==> src/rtl/stack_seq_if.sv <==
// Bus bundle for stack_seq: command inputs, stack-pointer and RAM handshakes, result strobes.
//   master : command/environment side (drives commands, sp_value, ram_rdata)
//   slave  : the sequencer itself
interface stack_seq_if;
  // Commands and their operands
  logic        cmd_call;
  logic        cmd_ret;
  logic        cmd_push;
  logic        cmd_pop;
  logic [15:0] pc_in;
  logic [7:0]  push_data;
  // Stack pointer handshake
  logic [7:0]  sp_value;
  logic        sp_inc;
  logic        sp_dec;
  // RAM port
  logic [7:0]  ram_addr;
  logic [7:0]  ram_wdata;
  logic        ram_we;
  logic        ram_re;
  logic [7:0]  ram_rdata;
  // Results and status
  logic [15:0] pc_out;
  logic        pc_load;
  logic [7:0]  pop_data;
  logic        pop_valid;
  logic        busy;
  logic        err;

  modport master (
    output cmd_call, cmd_ret, cmd_push, cmd_pop, pc_in, push_data, sp_value, ram_rdata,
    input  sp_inc, sp_dec, ram_addr, ram_wdata, ram_we, ram_re,
    input  pc_out, pc_load, pop_data, pop_valid, busy, err
  );

  modport slave (
    input  cmd_call, cmd_ret, cmd_push, cmd_pop, pc_in, push_data, sp_value, ram_rdata,
    output sp_inc, sp_dec, ram_addr, ram_wdata, ram_we, ram_re,
    output pc_out, pc_load, pop_data, pop_valid, busy, err
  );
endinterface

==> src/rtl/stack_seq.sv <==
// stack_seq: call/return and byte push/pop sequencer for an 8-bit RAM stack.
// The stack grows upward; sp_value points at the top occupied byte. CALL pushes the low
// byte then the high byte of the return address; RET pops them in reverse order.
//
// Ports:
//   clock   : system clock, all state changes on the rising edge
//   reset   : asynchronous, active-high
//   bus_io  : stack_seq_if.slave
//     cmd_call/cmd_ret/cmd_push/cmd_pop, pc_in, push_data  - commands, sampled in idle
//     sp_value / sp_inc / sp_dec                            - external stack pointer
//     ram_addr/ram_wdata/ram_we/ram_re/ram_rdata            - RAM, one-cycle read latency
//     pc_out/pc_load, pop_data/pop_valid                    - results with one-cycle strobes
//     busy, err                                             - status, err = underflow strobe
module stack_seq #(
  parameter logic [7:0] SP_FLOOR = 8'h07  // sp_value meaning "stack empty"
) (
  input  logic        clock,
  input  logic        reset,
  stack_seq_if.slave  bus_io
);

  localparam logic [3:0] StIdle = 4'd0;
  localparam logic [3:0] StWLo  = 4'd1;
  localparam logic [3:0] StWHi  = 4'd2;
  localparam logic [3:0] StWOne = 4'd3;
  localparam logic [3:0] StRHi  = 4'd4;
  localparam logic [3:0] StRLo  = 4'd5;
  localparam logic [3:0] StRFin = 4'd6;
  localparam logic [3:0] StROne = 4'd7;
  localparam logic [3:0] StRCap = 4'd8;

  logic [3:0]  state_q, state_d;
  logic [15:0] pc_q, pc_d;          // return address captured at accept
  logic [7:0]  byte_q, byte_d;      // push byte captured at accept
  logic [7:0]  hi_q, hi_d;          // high byte of a RET in flight
  logic [15:0] pc_out_q, pc_out_d;
  logic [7:0]  pop_data_q, pop_data_d;
  logic        pc_load_q, pc_load_d;
  logic        pop_valid_q, pop_valid_d;
  logic        err_q, err_d;

  logic        ret_uflow;
  logic        pop_uflow;
  logic [7:0]  sp_plus1;

  // RET needs two bytes above the floor, POP needs one; widen so a floor near 8'hFF
  // does not wrap the comparison.
  assign ret_uflow = ({1'b0, bus_io.sp_value} < ({1'b0, SP_FLOOR} + 9'd2));
  assign pop_uflow = (bus_io.sp_value <= SP_FLOOR);
  assign sp_plus1  = bus_io.sp_value + 8'd1;  // wraps modulo 256, no overflow flag

  // Next-state and result capture
  always_comb begin
    state_d     = state_q;
    pc_d        = pc_q;
    byte_d      = byte_q;
    hi_d        = hi_q;
    pc_out_d    = pc_out_q;
    pop_data_d  = pop_data_q;
    pc_load_d   = 1'b0;
    pop_valid_d = 1'b0;
    err_d       = 1'b0;

    case (state_q)
      StIdle: begin
        // Priority call > ret > push > pop; lower-priority requests are dropped.
        if (bus_io.cmd_call) begin
          pc_d    = bus_io.pc_in;
          byte_d  = bus_io.push_data;
          state_d = StWLo;
        end else if (bus_io.cmd_ret) begin
          if (ret_uflow) begin
            err_d = 1'b1;
          end else begin
            pc_d    = bus_io.pc_in;
            byte_d  = bus_io.push_data;
            state_d = StRHi;
          end
        end else if (bus_io.cmd_push) begin
          pc_d    = bus_io.pc_in;
          byte_d  = bus_io.push_data;
          state_d = StWOne;
        end else if (bus_io.cmd_pop) begin
          if (pop_uflow) begin
            err_d = 1'b1;
          end else begin
            pc_d    = bus_io.pc_in;
            byte_d  = bus_io.push_data;
            state_d = StROne;
          end
        end
      end
      StWLo:  state_d = StWHi;
      StWHi:  state_d = StIdle;
      StWOne: state_d = StIdle;
      StRHi:  state_d = StRLo;
      StRLo: begin
        // Read data from the StRHi access (high byte) arrives now.
        hi_d    = bus_io.ram_rdata;
        state_d = StRFin;
      end
      StRFin: begin
        // Publish the whole address at once so pc_out never shows a half-updated value.
        pc_out_d  = {hi_q, bus_io.ram_rdata};
        pc_load_d = 1'b1;
        state_d   = StIdle;
      end
      StROne: state_d = StRCap;
      StRCap: begin
        pop_data_d  = bus_io.ram_rdata;
        pop_valid_d = 1'b1;
        state_d     = StIdle;
      end
      default: state_d = StIdle;
    endcase
  end

  // RAM and stack-pointer strobes, decoded from the current state only
  always_comb begin
    bus_io.sp_inc    = 1'b0;
    bus_io.sp_dec    = 1'b0;
    bus_io.ram_we    = 1'b0;
    bus_io.ram_re    = 1'b0;
    bus_io.ram_addr  = 8'h00;
    bus_io.ram_wdata = 8'h00;

    case (state_q)
      StWLo: begin
        bus_io.sp_inc    = 1'b1;
        bus_io.ram_we    = 1'b1;
        bus_io.ram_addr  = sp_plus1;
        bus_io.ram_wdata = pc_q[7:0];
      end
      StWHi: begin
        bus_io.sp_inc    = 1'b1;
        bus_io.ram_we    = 1'b1;
        bus_io.ram_addr  = sp_plus1;
        bus_io.ram_wdata = pc_q[15:8];
      end
      StWOne: begin
        bus_io.sp_inc    = 1'b1;
        bus_io.ram_we    = 1'b1;
        bus_io.ram_addr  = sp_plus1;
        bus_io.ram_wdata = byte_q;
      end
      StRHi, StRLo, StROne: begin
        bus_io.sp_dec   = 1'b1;
        bus_io.ram_re   = 1'b1;
        bus_io.ram_addr = bus_io.sp_value;
      end
      default: ;
    endcase
  end

  always_ff @(posedge clock or posedge reset) begin
    if (reset) begin
      state_q     <= StIdle;
      pc_q        <= 16'h0000;
      byte_q      <= 8'h00;
      hi_q        <= 8'h00;
      pc_out_q    <= 16'h0000;
      pop_data_q  <= 8'h00;
      pc_load_q   <= 1'b0;
      pop_valid_q <= 1'b0;
      err_q       <= 1'b0;
    end else begin
      state_q     <= state_d;
      pc_q        <= pc_d;
      byte_q      <= byte_d;
      hi_q        <= hi_d;
      pc_out_q    <= pc_out_d;
      pop_data_q  <= pop_data_d;
      pc_load_q   <= pc_load_d;
      pop_valid_q <= pop_valid_d;
      err_q       <= err_d;
    end
  end

  assign bus_io.pc_out    = pc_out_q;
  assign bus_io.pc_load   = pc_load_q;
  assign bus_io.pop_data  = pop_data_q;
  assign bus_io.pop_valid = pop_valid_q;
  assign bus_io.err       = err_q;
  assign bus_io.busy      = (state_q != StIdle);

endmodule
==> src/flat_wrapper.sv <==
// flat-port wrapper written by rule: the top's interface ports become plain ports
module stack_seq_flat 
#(
  parameter logic [7:0] SP_FLOOR = 8'h07                                   
)
  (clock, reset, bus_io_cmd_call, bus_io_cmd_ret, bus_io_cmd_push, bus_io_cmd_pop, bus_io_pc_in, bus_io_push_data, bus_io_sp_value, bus_io_ram_rdata, bus_io_sp_inc, bus_io_sp_dec, bus_io_ram_addr, bus_io_ram_wdata, bus_io_ram_we, bus_io_ram_re, bus_io_pc_out, bus_io_pc_load, bus_io_pop_data, bus_io_pop_valid, bus_io_busy, bus_io_err);
  stack_seq_if bus_io_i ();
  input  logic clock;
  input  logic reset;
  input wire logic [$bits(bus_io_i.cmd_call)-1:0] bus_io_cmd_call;
  input wire logic [$bits(bus_io_i.cmd_ret)-1:0] bus_io_cmd_ret;
  input wire logic [$bits(bus_io_i.cmd_push)-1:0] bus_io_cmd_push;
  input wire logic [$bits(bus_io_i.cmd_pop)-1:0] bus_io_cmd_pop;
  input wire logic [$bits(bus_io_i.pc_in)-1:0] bus_io_pc_in;
  input wire logic [$bits(bus_io_i.push_data)-1:0] bus_io_push_data;
  input wire logic [$bits(bus_io_i.sp_value)-1:0] bus_io_sp_value;
  input wire logic [$bits(bus_io_i.ram_rdata)-1:0] bus_io_ram_rdata;
  output wire logic [$bits(bus_io_i.sp_inc)-1:0] bus_io_sp_inc;
  output wire logic [$bits(bus_io_i.sp_dec)-1:0] bus_io_sp_dec;
  output wire logic [$bits(bus_io_i.ram_addr)-1:0] bus_io_ram_addr;
  output wire logic [$bits(bus_io_i.ram_wdata)-1:0] bus_io_ram_wdata;
  output wire logic [$bits(bus_io_i.ram_we)-1:0] bus_io_ram_we;
  output wire logic [$bits(bus_io_i.ram_re)-1:0] bus_io_ram_re;
  output wire logic [$bits(bus_io_i.pc_out)-1:0] bus_io_pc_out;
  output wire logic [$bits(bus_io_i.pc_load)-1:0] bus_io_pc_load;
  output wire logic [$bits(bus_io_i.pop_data)-1:0] bus_io_pop_data;
  output wire logic [$bits(bus_io_i.pop_valid)-1:0] bus_io_pop_valid;
  output wire logic [$bits(bus_io_i.busy)-1:0] bus_io_busy;
  output wire logic [$bits(bus_io_i.err)-1:0] bus_io_err;
  assign bus_io_i.cmd_call = bus_io_cmd_call;
  assign bus_io_i.cmd_ret = bus_io_cmd_ret;
  assign bus_io_i.cmd_push = bus_io_cmd_push;
  assign bus_io_i.cmd_pop = bus_io_cmd_pop;
  assign bus_io_i.pc_in = bus_io_pc_in;
  assign bus_io_i.push_data = bus_io_push_data;
  assign bus_io_i.sp_value = bus_io_sp_value;
  assign bus_io_i.ram_rdata = bus_io_ram_rdata;
  assign bus_io_sp_inc = bus_io_i.sp_inc;
  assign bus_io_sp_dec = bus_io_i.sp_dec;
  assign bus_io_ram_addr = bus_io_i.ram_addr;
  assign bus_io_ram_wdata = bus_io_i.ram_wdata;
  assign bus_io_ram_we = bus_io_i.ram_we;
  assign bus_io_ram_re = bus_io_i.ram_re;
  assign bus_io_pc_out = bus_io_i.pc_out;
  assign bus_io_pc_load = bus_io_i.pc_load;
  assign bus_io_pop_data = bus_io_i.pop_data;
  assign bus_io_pop_valid = bus_io_i.pop_valid;
  assign bus_io_busy = bus_io_i.busy;
  assign bus_io_err = bus_io_i.err;
  stack_seq #(.SP_FLOOR(SP_FLOOR)) u_core (.clock(clock), .reset(reset), .bus_io(bus_io_i));
endmodule
==> config.mk <==
export PLATFORM = sky130hd
export DESIGN_NAME = stack_seq_flat
export DESIGN_NICKNAME = d
export VERILOG_FILES = /design/src/rtl/stack_seq_if.sv /design/src/rtl/stack_seq.sv /design/src/flat_wrapper.sv
export SDC_FILE = /design/constraint.sdc
export NUM_CORES = 1
export LEC_CHECK = 0
export CAP_MARGIN = 20
export CORE_MARGIN = 4
export CORE_UTILIZATION = 35
export CTS_CLUSTER_DIAMETER = 100
export DETAILED_ROUTE_END_ITERATION = 10
export GPL_ROUTABILITY_DRIVEN = 1
export GPL_TIMING_DRIVEN = 0
export HOLD_SLACK_MARGIN = 0.12
export PLACE_DENSITY_LB_ADDON = 0.08
export SLEW_MARGIN = 20
export SYNTH_ARGS = -nofsm -noshare
export SYNTH_HDL_FRONTEND = slang
export SYNTH_SLANG_ARGS = --single-unit
==> constraint.sdc <==
create_clock -name clock -period 2.7 [get_ports clock]
set_clock_uncertainty 0.05 [all_clocks]
set_input_delay 0.54 -clock clock [delete_from_list [all_inputs] [get_ports clock]]
set_output_delay 0.54 -clock clock [all_outputs]
set_load 0.01 [all_outputs]
Word level (Yosys, flattened, before mapping)
Index checks and enable logic that the tools add are counted.
{ "totals": {"n_memories": 0, "rom_bits": 0, "regBits": 63, "latch_bits": 0, "ram_bits": 0, "input_bits": 46, "out_inout_bits": 48} }
{ "classes": {"n_eq_ne": 13, "n_lt_le_gt_ge": 2, "multipliers": 0, "bitwise_logic": 0, "mux": 32, "shift": 0, "addsub": 1, "reduce_logical": 7, "n_div": 0} }
{ "ops": {"columns": ["operator", "n"], "rows": [
  ["$mux 16", 6],
  ["$mux 8", 6],
  ["$mux 4", 6],
  ["$pmux 8 s3", 1],
  ["$pmux 4 s5", 1],
  ["$eq 4x3->1 const B", 4],
  ["$pmux 8 s2", 1],
  ["$mux 1", 11],
  ["$ne 5x5->1 const B", 2],
  ["$add 8x1->8 const B", 1],
  ["$eq 4x2->1 const B", 2],
  ["$le 8x3->1 const B", 1],
  ["$lt 8x4->1 const B", 1],
  ["$ne 4x4->1 const B", 2],
  ["$reduce_bool 4->1", 2],
  ["$reduce_or 3->1", 2],
  ["$eq 4x1->1 const B", 1],
  ["$eq 4x4->1 const B", 1],
  ["$logic_not 4->1", 1],
  ["$reduce_and 4->1", 1],
  ["$ne 3x3->1 const B", 1],
  ["$reduce_and 3->1", 1]
]} }

Depth between registers and ports, before layout
Gate-level depths: netlist of run 1.
{ "logic_depth": {"word_depth": 7, "ltp_mapped": 7, "mapped_depth_nobuf": 6} }

Worst setup path after synthesis of run 1
Ideal clock, no wire load.
{ "synth_path": {"path_type": "input port to flip-flop", "startpoint": "input bus_io_sp_value[7]", "endpoint": "register u_core.pc_q[3]", "stages": 5, "t_arrival_ns": 2.023, "required_time_ns": 2.522, "setup_slack_ns": 0.500, "path_cell_list": "or4_1 -> nor3_1 -> a211oi_4 -> buf_6 -> mux2_1"} }
{ "synth_via": {"elab_chain_len": 3, "elab_cells_between_ends": 5, "cone_classes": "2 x order compare; 2 x eq/ne; 1 x reduce/logical"} }
{ "synth_rtl": {"columns": ["element", "line_no", "source"], "rows": [
  ["from (decl)", "flat_wrapper.sv:16", "input wire logic [$bits(bus_io_i.sp_value)-1:0] bus_io_sp_value;"],
  ["$le 8x3->1 / $lt 8x4->1 (equally long branches)", "stack_seq.sv:49, stack_seq.sv:48", null],
  ["$ne 4x4->1 (no source line) / $ne 3x3->1 (equally long branches)", null, null],
  ["$reduce_and 4->1 (no source line) *", null, null],
  ["to (signal assigned)", "stack_seq.sv:168", "pc_q <= pc_d;"],
  ["to (decl)", "stack_seq.sv:33", "logic [15:0] pc_q, pc_d;"]
]} }
Every way passes the cells marked *; elsewhere a longest branch is shown, timed or not.
A chain may end at the register's enable or synchronous reset.

Worst setup path after layout of run 1
{ "layout_path": {"startpoint": "register u_core.state_q[2]", "endpoint": "output bus_io_ram_wdata[7]"} }
{ "layout_via": {"elab_chain_len": 2, "elab_cells_between_ends": 4, "cone_classes": "3 x eq/ne; 1 x mux"} }
{ "layout_rtl": {"columns": ["element", "line_no", "source"], "rows": [
  ["from (decl)", "stack_seq.sv:32", "logic [3:0] state_q, state_d;"],
  ["from (signal assigned)", "stack_seq.sv:157", "state_q <= StIdle;"],
  ["from (signal assigned)", "stack_seq.sv:167", "state_q <= state_d;"],
  ["$eq 4x2->1 / $eq 4x1->1 (equally long branches)", "stack_seq.sv:127", "case (state_q)"],
  ["$pmux 8 s3 *", "stack_seq.sv:127", null],
  ["to (decl)", "flat_wrapper.sv:21", "output wire logic [$bits(bus_io_i.ram_wdata)-1:0] bus_io_ram_wdata;"]
]} }
Marked as above.

==> results.md, run 1 <==
* Status: finished clean
* Dominant combinational cell family by area after synthesis: multiplexers
* Post-synth top area cell: dfrtp_1
* RePlAce Congestion at 0.803
* Finish-stage setup viols at 0
* Count of antenna-violating nets left after detailed routing at 0
* Number of endpoints with negative hold slack in the final report at 0
* Vias post-DR at 2,201
* Proportion of synthesized area in mux cells at 26.5%
* Number of synthesized register bits at 63
* Routed wire length at around 6.8 mm
* Critical Path Max Stage Delay at 550 ps
* Combined buffer and inverter count along the critical path at 2
* Number of maximum-capacitance constraint violations at 0
* Final std cell area, no fill at around 4400 µm²
* Non-filler cells in the finished layout at 451
* Number of H-tree branching levels at 3
* Class of the tightest hold or removal check: flip-flop to flip-flop
* Fill count at 743
* Routed length per instance at ~15 µm
* First element of the critical path: u_core.state_q[2]
* Number of pins with negative max-slew slack in the final report at 0
* Worst-case setup margin in the final layout at 99.8 ps
* Top post-synthesis cells by area: dfrtp_1 (53%), mux2_2 (17%), mux2_4 (9.5%)
* Number of remaining DRC errors at 0
* Clock buffers created by TritonCTS at 9
* Crit-path cells: or2_2 -> buf_2 -> nor2_1 -> clkdlybuf4s50_1
* XOR/XNOR Fraction of Synth Area at 0%
* Global-route wire length before repair at 11.3 mm
* Fraction of post-synthesis cell area in the top cell type by area at a little over half
* Initial antenna violation count at 0
* Worst setup SP type: flip-flop
* Post-synthesis compound-gate area fraction at approximately 6.7%
* DPL Wire Length at 5.01 mm
* I/O pins at 94
* Fraction of layout cells with a size suffix above 1 at about a third
* Vias per std cell at 4.88
* Share of synthesized cell area in full adder, half adder and majority cells at 0.837%
* Starting DRC count in detailed routing at 67
* Clock tree from TritonCTS: yes
* Root buffer selected by CTS: clkbuf_8
* Critical path start-end classification: flip-flop to primary output
* Launch instance of the worst min-delay path: u_core.pc_q[3]
* Floorplan die height at between 100 and 150 µm
* Required time reported for the critical path endpoint at about 2100 ps
* Number of placed cells counting well taps at 432
* Post-synthesis instance area at 2990 µm²
* Die span in x at 100 µm
* Leak pwr at 2.03 nW
* Library cell contributing the largest single delay on the critical path: clkdlybuf4s50_1
* Count of inserted antenna diode cells at 0
* Total cell area at the placement stage at 4080 µm²
* Unrepaired setup endpoints after global routing: false
* Count of unique library cells instantiated by Yosys at 38
* Nets@finish at 389
* Syn avg cell area at 12.8 µm²
* Total number of yosys warnings at 0
* Critical path fanouts, max at 10
* Post-cts hold buffer count at 0
* Tightest slew margin relative to the limit at 44.8%
* Share of the cycle needed by the critical path after routing at 96.3%
* Kind of capture point of the worst setup path: primary output
* Initial Utilization at 36.2%
* Worst setup slack before clock tree synthesis at -433 ps
* Number of buffers on the longest clock path at 2
* Final critical-path required period at 2600 ps
* Clock transition time at the flip-flop clock pins of the worst setup and hold paths at around 70 ps
* Max Clk Rate at 0.385 GHz
* Via count of the first global-routing pass at 2,260
* Pin count of the biggest net entering global routing at 38
* Proportion of synthesized chip area in sequential cells at 52.7%
* Die ar. at 10,100 µm²
* GR Util All Layers at 14.2%
* Pre-antenna DRT Iters at 5
* Worst Path Arrival at 2010 ps
* Area delta synth->final at 47.0%
* Pin slew with the least headroom to its limit at between 800 and 900 ps
* Clock sink count at between 60 and 70
* Insertion delay to the later sink of the worst-skew pair at 330 ps
* IR Drop Worst-Case VDD at between 500 and 600 µV
* Placeable Area at slightly above 8000 µm²
* Row count at 33
* Count of buffers from port buffering at 93
* Number of cells produced by synthesis at 233
* Family with the most delay on the worst path: buffers and inverters
* Simple-gate portion of the synthesized area at 9.63%
* Nets in the synthesized netlist at around 280
* Total area of multi-input combinational cells at 1320 µm²
* Pwr Density at 1150 nW/µm²
* Footprint of the flip-flops and latches at 1580 µm²
* Launch instance of the worst register-to-register path: u_core.state_q[2]
* Total congestion overflow at 0
==> sequential cells by signal, summed over array words and instances, names as in the netlist <==
register                 cells
u_core.bus_io.pc_out        16
u_core.pc_q                 16
u_core.bus_io.pop_data       8
u_core.byte_q                8
u_core.hi_q                  8
u_core.state_q               4
u_core.bus_io.err            1
u_core.bus_io.pc_load        1
u_core.bus_io.pop_valid      1
==> what timing repair did <==
item                       4_1_cts  5_1_grt
buffers inserted                 3        0
setup endpoints to repair       19       18
gates resized for setup         30       25
pin swaps                        0        0
==> worst reg2reg max path, cell delays in order (launching register included) <==
cell and delay [ps]:
dfrtp_2 450, buf_4 160, or4_1 450, clkbuf_2 170
a211oi_4 380, buf_6 250, mux2_1 330
==> per-layer routing <==
layer  part of all wire (%)  wire length [µm]  GRT usage [%]  vias to the layer above
li1                       -                 -              -                     1042
met1                     46              3120           20.0                     1075
met2                     46              3160           21.4                       73
met3                    6.9               469           3.20                       11
met4                    1.4                93           5.28                        0
met5                      0                 0              0                        -
==> per-stage QoR <==
step | total power (W) | util (%) | TNS, ps | hold slack (ps)
CTS | 0.00511 | 53.0 | -75.9 | 443
global route | 0.00537 | 53.2 | 0 | 469
global placement | 0.00392 | 49.1 | -45520 | 422
floorplan | 0.00298 | - | 0 | 404
detailed placement | 0.00396 | 49.4 | -2960 | 426
finish | 0.00504 | 53.2 | 0 | 440
==> kinds of logic after synthesis <==
kind of cell | count (synthesis)
and+or+nand+nor | 55
DFF | 63
muxes | 64
adders and majority gates | 2
buffers and inverters | 20
AOI/OAI and AO/OA | 29
==> layout make-up <==
class | instances | share of cell area, %
buffer | 12 | 2.19
clock buffer | 10 | 3.13
inverter | 8 | 0.797
multi-input combinational | 150 | 30.1
sequential | 63 | 35.9
tap | 105 | 2.99
clock inverter | 6 | 3.13
timing repair buffer | 97 | 21.7
==> final timing paths <==
path                       cells after the start  slack (ps)             endpoint
max                                            4         100  bus_io_ram_wdata[7]
min                                            1         440       u_core.pc_q[3]
max reg2reg                                    6         340       u_core.pc_q[3]
min reg2reg                                    1         440       u_core.pc_q[3]
max in group asynchronous                      3        1610    u_core.state_q[2]
min in group asynchronous                      2         480       u_core.pc_q[2]
==> synth_stat cells, drive strengths merged <==
library cell,count
or4,2
a31oi,1
nand3,3
mux2,64
or2,2
nor2b,3
or3,2
a41oi,1
dfrtp,63
and2,1
nor2,15
ha,2
nor3,6
and3,5
o31ai,1
a21oi,3
buf,8
a21o,1
nor3b,1
clkbuf,4
inv,8
o21ai,10
nor4bb,1
o32ai,1
nand2,10
nand3b,1
nand2b,2
a211oi,3
nor4b,1
a22oi,8
==> layout by cell type, fill, tap and decap left out, types with 2 or more instances in the layout <==
cell	Yosys	layout
nand3_1	3	3
inv_1	7	5
clkbuf_8	0	10
and3_1	5	4
buf_4	2	6
o21ai_1	0	2
inv_6	0	2
dlygate4sd2_1	0	3
inv_4	0	2
nor3_1	6	6
nor2_1	15	15
dfrtp_1	63	62
or3_1	2	2
dlymetal6s2s_1	0	8
a22oi_1	8	8
buf_2	2	7
a21oi_1	3	3
nand2b_1	2	2
o21ai_0	10	8
buf_6	3	3
or4_1	2	2
clkdlybuf4s50_1	0	75
a211oi_1	2	2
nor2b_1	3	3
mux2_2	44	44
bufinv_16	0	4
nand2_1	10	10
clkbuf_2	1	5
mux2_4	19	19
==> power breakdown <==
| part | switching (W) | internal, W |
|---|---|---|
| logic | 0.000935 | 0.00140 |
| clock network | 0.000387 | 0.000739 |
| registers | 0.000212 | 0.00137 |
Power figures use the tool's default switching activity.
==> run 2, diff against run 1 <==
--- a/config.mk
+++ b/config.mk
@@ -5,7 +5,9 @@
 export SDC_FILE = /design/constraint.sdc
 export NUM_CORES = 1
 export LEC_CHECK = 0
+export ABC_AREA = 0
 export CAP_MARGIN = 20
+export CORE_ASPECT_RATIO = 1.5
 export CORE_MARGIN = 4
 export CORE_UTILIZATION = 35
 export CTS_CLUSTER_DIAMETER = 100
==> run 2 against run 1 <==
  * Count of clock-buffer cells in the layout up 2
  * Critical path type is now primary input to primary output
  * Critical path depth increased by 3
  * Routed wire length fell by 0.75%
  * Die area increased by 0.30%
==> results.md, run 2 (same netlist as run 1, synthesis figures left out) <==
* Routed wire length at between 6 and 7 mm
* Post-cts hold buffer count at 0
* Placeable Area at 8360 µm²
* Unrepaired setup endpoints after global routing: false
* Class of the tightest hold or removal check: primary input to asynchronous set/reset pin
* Die span in x at between 80 and 90 µm
* Number of pins with negative max-slew slack in the final report at 0
* Number of buffers on the longest clock path at 2
* Total power after layout at 0.00511 W
* Nets@finish at about 390
* Clock sink count at 63
* Row count at 41
* Status: finished clean
* Family with the most delay on the worst path: buffers and inverters
* Number of endpoints with negative hold slack in the final report at 0
* Die ar. at 10,100 µm²
* Worst Path Arrival at 2050 ps
* Critical path fanouts, max at 3
* Area delta synth->final at 49.0%
* Most frequent standard cell in the layout excluding fill and tap cells: clkdlybuf4s50_1
* Critical path start-end classification: primary input to primary output
* RePlAce Congestion at 0.739
* Pin slew with the least headroom to its limit at 753 ps
* Number of H-tree branching levels at 3
* Final hold slack at around 410 ps
* Via count of the first global-routing pass at 2,219
* Total congestion overflow at 0
* Initial Utilization at 35.7%
* Required time reported for the critical path endpoint at 2110 ps
* Fill count at around 760
* Share of the cycle needed by the critical path after routing at 97.9%
* GR Util All Layers at 13.9%
* Root buffer selected by CTS: clkbuf_16
* Routed length per instance at 15.0 µm
* DPL Wire Length at 4.99 mm
* Vias per std cell at 4.76
* Clock tree from TritonCTS: yes
* Sum Neg Setup Slack at 0 ps
* Max Clk Rate at roughly 0.38 GHz
* Final critical-path required period at about 2600 ps
* Pin count of the biggest net entering global routing at 57
* Clock transition time at the flip-flop clock pins of the worst setup and hold paths at 50 ps
* Global-route wire length before repair at between 10 and 15 mm
* Crit-path cells: clkdlybuf4s50_1 -> ha_2 -> and3_4 -> nand3_1 -> or3_1 -> o21ai_0 -> buf_2
* Number of remaining DRC errors at 0
* Tightest slew margin relative to the limit at 49.6%
* Count of buffers from port buffering at 93
* Insertion delay to the later sink of the worst-skew pair at 320 ps
* IR Drop Worst-Case VDD at between 600 and 700 µV
* Critical Path Max Stage Delay at 490 ps
* Combined buffer and inverter count along the critical path at 2
* Core Util, Final at between 50% and 60%
* I/O pins at 94
* Kind of capture point of the worst setup path: primary output
* Starting DRC count in detailed routing at 36
* Fraction of layout cells with a size suffix above 1 at 31.7%
* Initial antenna violation count at 0
* Pwr Density at 1150 nW/µm²
* Library cell contributing the largest single delay on the critical path: clkdlybuf4s50_1
* Worst setup SP type: primary input
* Finish-stage setup viols at 0
* Leading cell types in the layout, fill and taps excluded: clkdlybuf4s50_1 (80), dfrtp_1 (62), mux2_2 (44), mux2_4 (19), nor2_1 (15)
* Count of inserted antenna diode cells at 0
* Number of maximum-capacitance constraint violations at 0
* Pre-antenna DRT Iters at 4
* Floorplan die height at 121 µm
* Count of antenna-violating nets left after detailed routing at 0
* Vias post-DR at ~2,200
* Clock buffers created by TritonCTS at 9
* Leak pwr at around 2 nW
* Register-to-register setup slack at 360 ps
## run 2: cell types whose count changed in the layout (fill, tap and decap cells not counted), sizes merged
cell           before  now
buf                18   16
dlymetal6s2s        8    4
clkbuf             15   19
clkdlybuf4s50      75   80
clkinv              0    2
dlygate4sd1         0    1
bufinv              4    1
inv                10    8
## run 2: path summary, 6_finish.rpt
| check | from | end | cells after the start |
|---|---|---|---|
| max reg2reg | u_core.state_q[2] | u_core.pc_q[3] | 6 |
| max in group asynchronous | reset | u_core.state_q[2] | 3 |
| min in group clock | u_core.pc_q[3] | u_core.pc_q[3] | 1 |
| min reg2reg | u_core.pc_q[3] | u_core.pc_q[3] | 1 |
| max | bus_io_sp_value[1] | bus_io_ram_addr[6] | 7 |
| min | reset | u_core.bus_io.pop_data[3] | 2 |
## run 2: final cells by class
cell class                      count  area [µm²]  share of cell area (%)
Tap cell                          107         134                    3.01
Inverter                            8        35.0                   0.787
Buffer                             12        92.6                    2.08
Clock buffer                       12         246                    5.53
Sequential cell                    63        1580                    35.4
Clock inverter                      3        43.8                   0.983
Multi-Input combinational cell    150        1320                    29.7
Timing Repair Buffer               99        1000                    22.5
## run 2: layer usage
layer  global-route usage [%]  part of all wire [%]
met5                        0                     0
met3                     3.67                   4.8
met4                     6.64                   1.6
met2                     23.0                    51
met1                     16.9                    43
## run 2: where the power goes
group          switching [W]  internal, W  total, W  leakage [nW]
registers           0.000209      0.00137   0.00158         0.774
logic               0.000940      0.00147   0.00241          1.09
clock network       0.000381     0.000734   0.00111         0.143
## run 2: per-stage QoR
step / instances / area (µm²) / setup slack [ps]
after floorplan: 233 / 2990 / 500
after global placement: 433 / 4050 / -656
after detailed placement: 434 / 4090 / -448
after CTS: 453 / 4460 / -57.7
after global routing: 454 / 4450 / 1.79
final: 454 / 4450 / 56.5
## run 2: what timing repair did
| item | 4_1_cts | 5_1_grt |
|---|---|---|
| gates resized for setup | 26 | 18 |
| setup buffers | 4 | 1 |
| pin swaps | 0 | 0 |
| endpoints found under the setup margin | 19 | 17 |
| gates cloned | 0 | 0 |
==> run 3, diff against run 2 <==
--- a/config.mk
+++ b/config.mk
@@ -8,7 +8,7 @@
 export ABC_AREA = 0
 export CAP_MARGIN = 20
 export CORE_ASPECT_RATIO = 1.5
-export CORE_MARGIN = 4
+export CORE_MARGIN = 8
 export CORE_UTILIZATION = 35
 export CTS_CLUSTER_DIAMETER = 100
 export DETAILED_ROUTE_END_ITERATION = 10
==> run 3 against run 2 <==
  * Worst setup slack better by 31 ps
  * Sequential power hardly changed
  * Critical path depth is 1 lower
  * Cell area is 0.14% higher
  * Count of clock-buffer cells in the layout stayed put
  * Sequential share of layout area hardly changed
  * Via count is 0.65% higher
  * Core utilization is 0.075 points higher
  * Critical endpoint unchanged
  * Largest cell class unchanged
  * Highest routed layer unchanged
==> results.md, run 3 (same netlist as run 1, synthesis figures left out) <==
* Status: finished clean
* Number of endpoints with negative hold slack in the final report at 0
* Root buffer selected by CTS: clkbuf_16
* Post-cts hold buffer count at 0
* Leak pwr at ~2.1 nW
* Combined buffer and inverter count along the critical path at 2
* Library cell contributing the largest single delay on the critical path: clkdlybuf4s50_1
* GR Util All Layers at 12.9%
* Number of remaining DRC errors at 0
* Die span in x at 91.5 µm
* Number of maximum-capacitance constraint violations at 0
* Share of the cycle needed by the critical path after routing at 96.8%
* Tightest slew margin relative to the limit at a little under half
* Finish-stage setup viols at 0
* Initial antenna violation count at 0
* Floorplan die height at about 130 µm
* Insertion delay to the later sink of the worst-skew pair at 320 ps
* Clock sink count at 63
* Number of H-tree branching levels at 3
* Leading cell types in the layout, fill and taps excluded: clkdlybuf4s50_1 (74), dfrtp_1 (62), mux2_2 (44), mux2_4 (19), nor2_1 (15)
* Pre-antenna DRT Iters at 4
* Number of pins with negative max-slew slack in the final report at 0
* Vias per std cell at approximately 4.8
* Worst Path Arrival at 2020 ps
* Worst setup slack before clock tree synthesis at -451 ps
* Sum Neg Setup Slack at 0 ps
* Number of placed cells counting well taps at 434
* Required time reported for the critical path endpoint at 2110 ps
* Fill count at 741
* DPL Wire Length at 5.40 mm
* Placeable Area at 8360 µm²
* Global-route wire length before repair at around 12 mm
* Number of buffers on the longest clock path at 2
* Count of buffers from port buffering at 93
* Footprint of the flip-flops and latches at 1580 µm²
* I/O pins at 94
* Critical path fanouts, max at 7
* IR Drop Worst-Case VDD at about 530 µV
* RePlAce Congestion at 0.824
* Starting DRC count in detailed routing at 55
* Core Util, Final at between 50% and 60%
* Row count at 41
* Routed wire length at 7.24 mm
* Class of the tightest hold or removal check: primary input to asynchronous set/reset pin
* Final critical-path required period at approximately 2600 ps
* Family with the most delay on the worst path: buffers and inverters
* Pin slew with the least headroom to its limit at 777 ps
* Clock tree from TritonCTS: yes
* Fraction of layout cells with a size suffix above 1 at 31.9%
* Count of inserted antenna diode cells at 0
* Critical Path Max Stage Delay at 600 ps
* Die ar. at between 10,000 and 15,000 µm²
* Worst-case setup margin in the final layout at ~88 ps
* Nets@finish at 392
* Vias post-DR at ~2,200
* Crit-path cells: clkdlybuf4s50_1 -> and3_4 -> nand3_1 -> or3_1 -> o21ai_1 -> buf_2
* Critical path start-end classification: primary input to primary output
* Total congestion overflow at 0
* Area delta synth->final at 49.2%
* Pin count of the biggest net entering global routing at 56
* Non-filler cells in the finished layout at 455
* Routed length per instance at 15.9 µm
* Register-to-register setup slack at 340 ps
* Worst setup SP type: primary input
* Initial Utilization at between 30% and 40%
* Clock transition time at the flip-flop clock pins of the worst setup and hold paths at 50 ps
* Max Clk Rate at ~0.38 GHz
* Clock buffers created by TritonCTS at 9
* Via count of the first global-routing pass at ~2,400
* Total area of multi-input combinational cells at 1330 µm²
* Kind of capture point of the worst setup path: primary output
* Pwr Density at 1120 nW/µm²
* Count of antenna-violating nets left after detailed routing at 0
* Most frequent standard cell in the layout excluding fill and tap cells: clkdlybuf4s50_1
-- run 3: cell types whose count changed in the layout (fill, tap and decap cells not counted), moves of 2 or more --
cell | before | now
clkdlybuf4s50_1 | 80 | 74
clkbuf_2 | 7 | 4
buf_4 | 6 | 9
dlymetal6s2s_1 | 4 | 8
clkbuf_1 | 2 | 0
buf_12 | 2 | 0
dlygate4sd2_1 | 3 | 8
clkbuf_8 | 1 | 3
-- run 3: what timing repair did --
item	4_1_cts	5_1_grt
gates resized for setup	26	22
setup endpoints to repair	18	17
buffers inserted	6	0
-- run 3: cell type report --
class | instances | area share (%)
Inverter | 8 | 0.842
Clock inverter | 3 | 0.393
Sequential cell | 63 | 35.4
Multi-Input combinational cell | 150 | 29.8
Timing Repair Buffer | 100 | 22.5
Tap cell | 107 | 3.00
Buffer | 12 | 2.13
Clock buffer | 12 | 5.97
-- run 3: worst paths after layout --
| path | from | cells past startpoint | endpoint |
|---|---|---|---|
| worst max-delay path | bus_io_sp_value[3] | 6 | bus_io_ram_addr[6] |
| worst max register to register | u_core.state_q[3] | 7 | u_core.pc_q[3] |
| max in group asynchronous | reset | 3 | u_core.state_q[2] |
| min in group clock | u_core.pc_q[3] | 1 | u_core.pc_q[3] |
| worst min register to register | u_core.pc_q[3] | 1 | u_core.pc_q[3] |
| worst min-delay path | reset | 2 | u_core.byte_q[1] |
-- run 3: per-layer routing --
metal | up-vias | share of wire (%) | wire length [µm] | track usage, %
li1 | 1051 | - | - | -
met1 | 1041 | 42 | 3030 | 14.7
met2 | 70 | 50 | 3590 | 20.6
met3 | 15 | 6.1 | 442 | 4.17
met4 | 0 | 2.4 | 171 | 8.23
met5 | - | 0 | 0 | 0
-- run 3: where the power goes --
part	internal, W	switching, W	total (W)
Sequential	0.00137	0.000201	0.00157
Clock	0.000686	0.000385	0.00107
Combinational	0.00142	0.000950	0.00237
Total	0.00348	0.00154	0.00501
-- run 3: per-stage QoR --
| stage | total power (W) | hold WS (ps) | instance area (µm²) |
|---|---|---|---|
| after floorplan | 0.00298 | 404 | 2990 |
| after global placement | 0.00393 | 421 | 4050 |
| after detailed placement | 0.00396 | 429 | 4090 |
| after CTS | 0.00509 | 411 | 4430 |
| after global routing | 0.00536 | 424 | 4460 |
| final | 0.00501 | 413 | 4460 |
-- run 3: worst register-to-register path: cells and delay by family (launching register included) --
family	cells	cell delay, ps
compound gates	1	370
buf+inv	4	700
flops	1	410
mux	1	330
simple gates	1	390
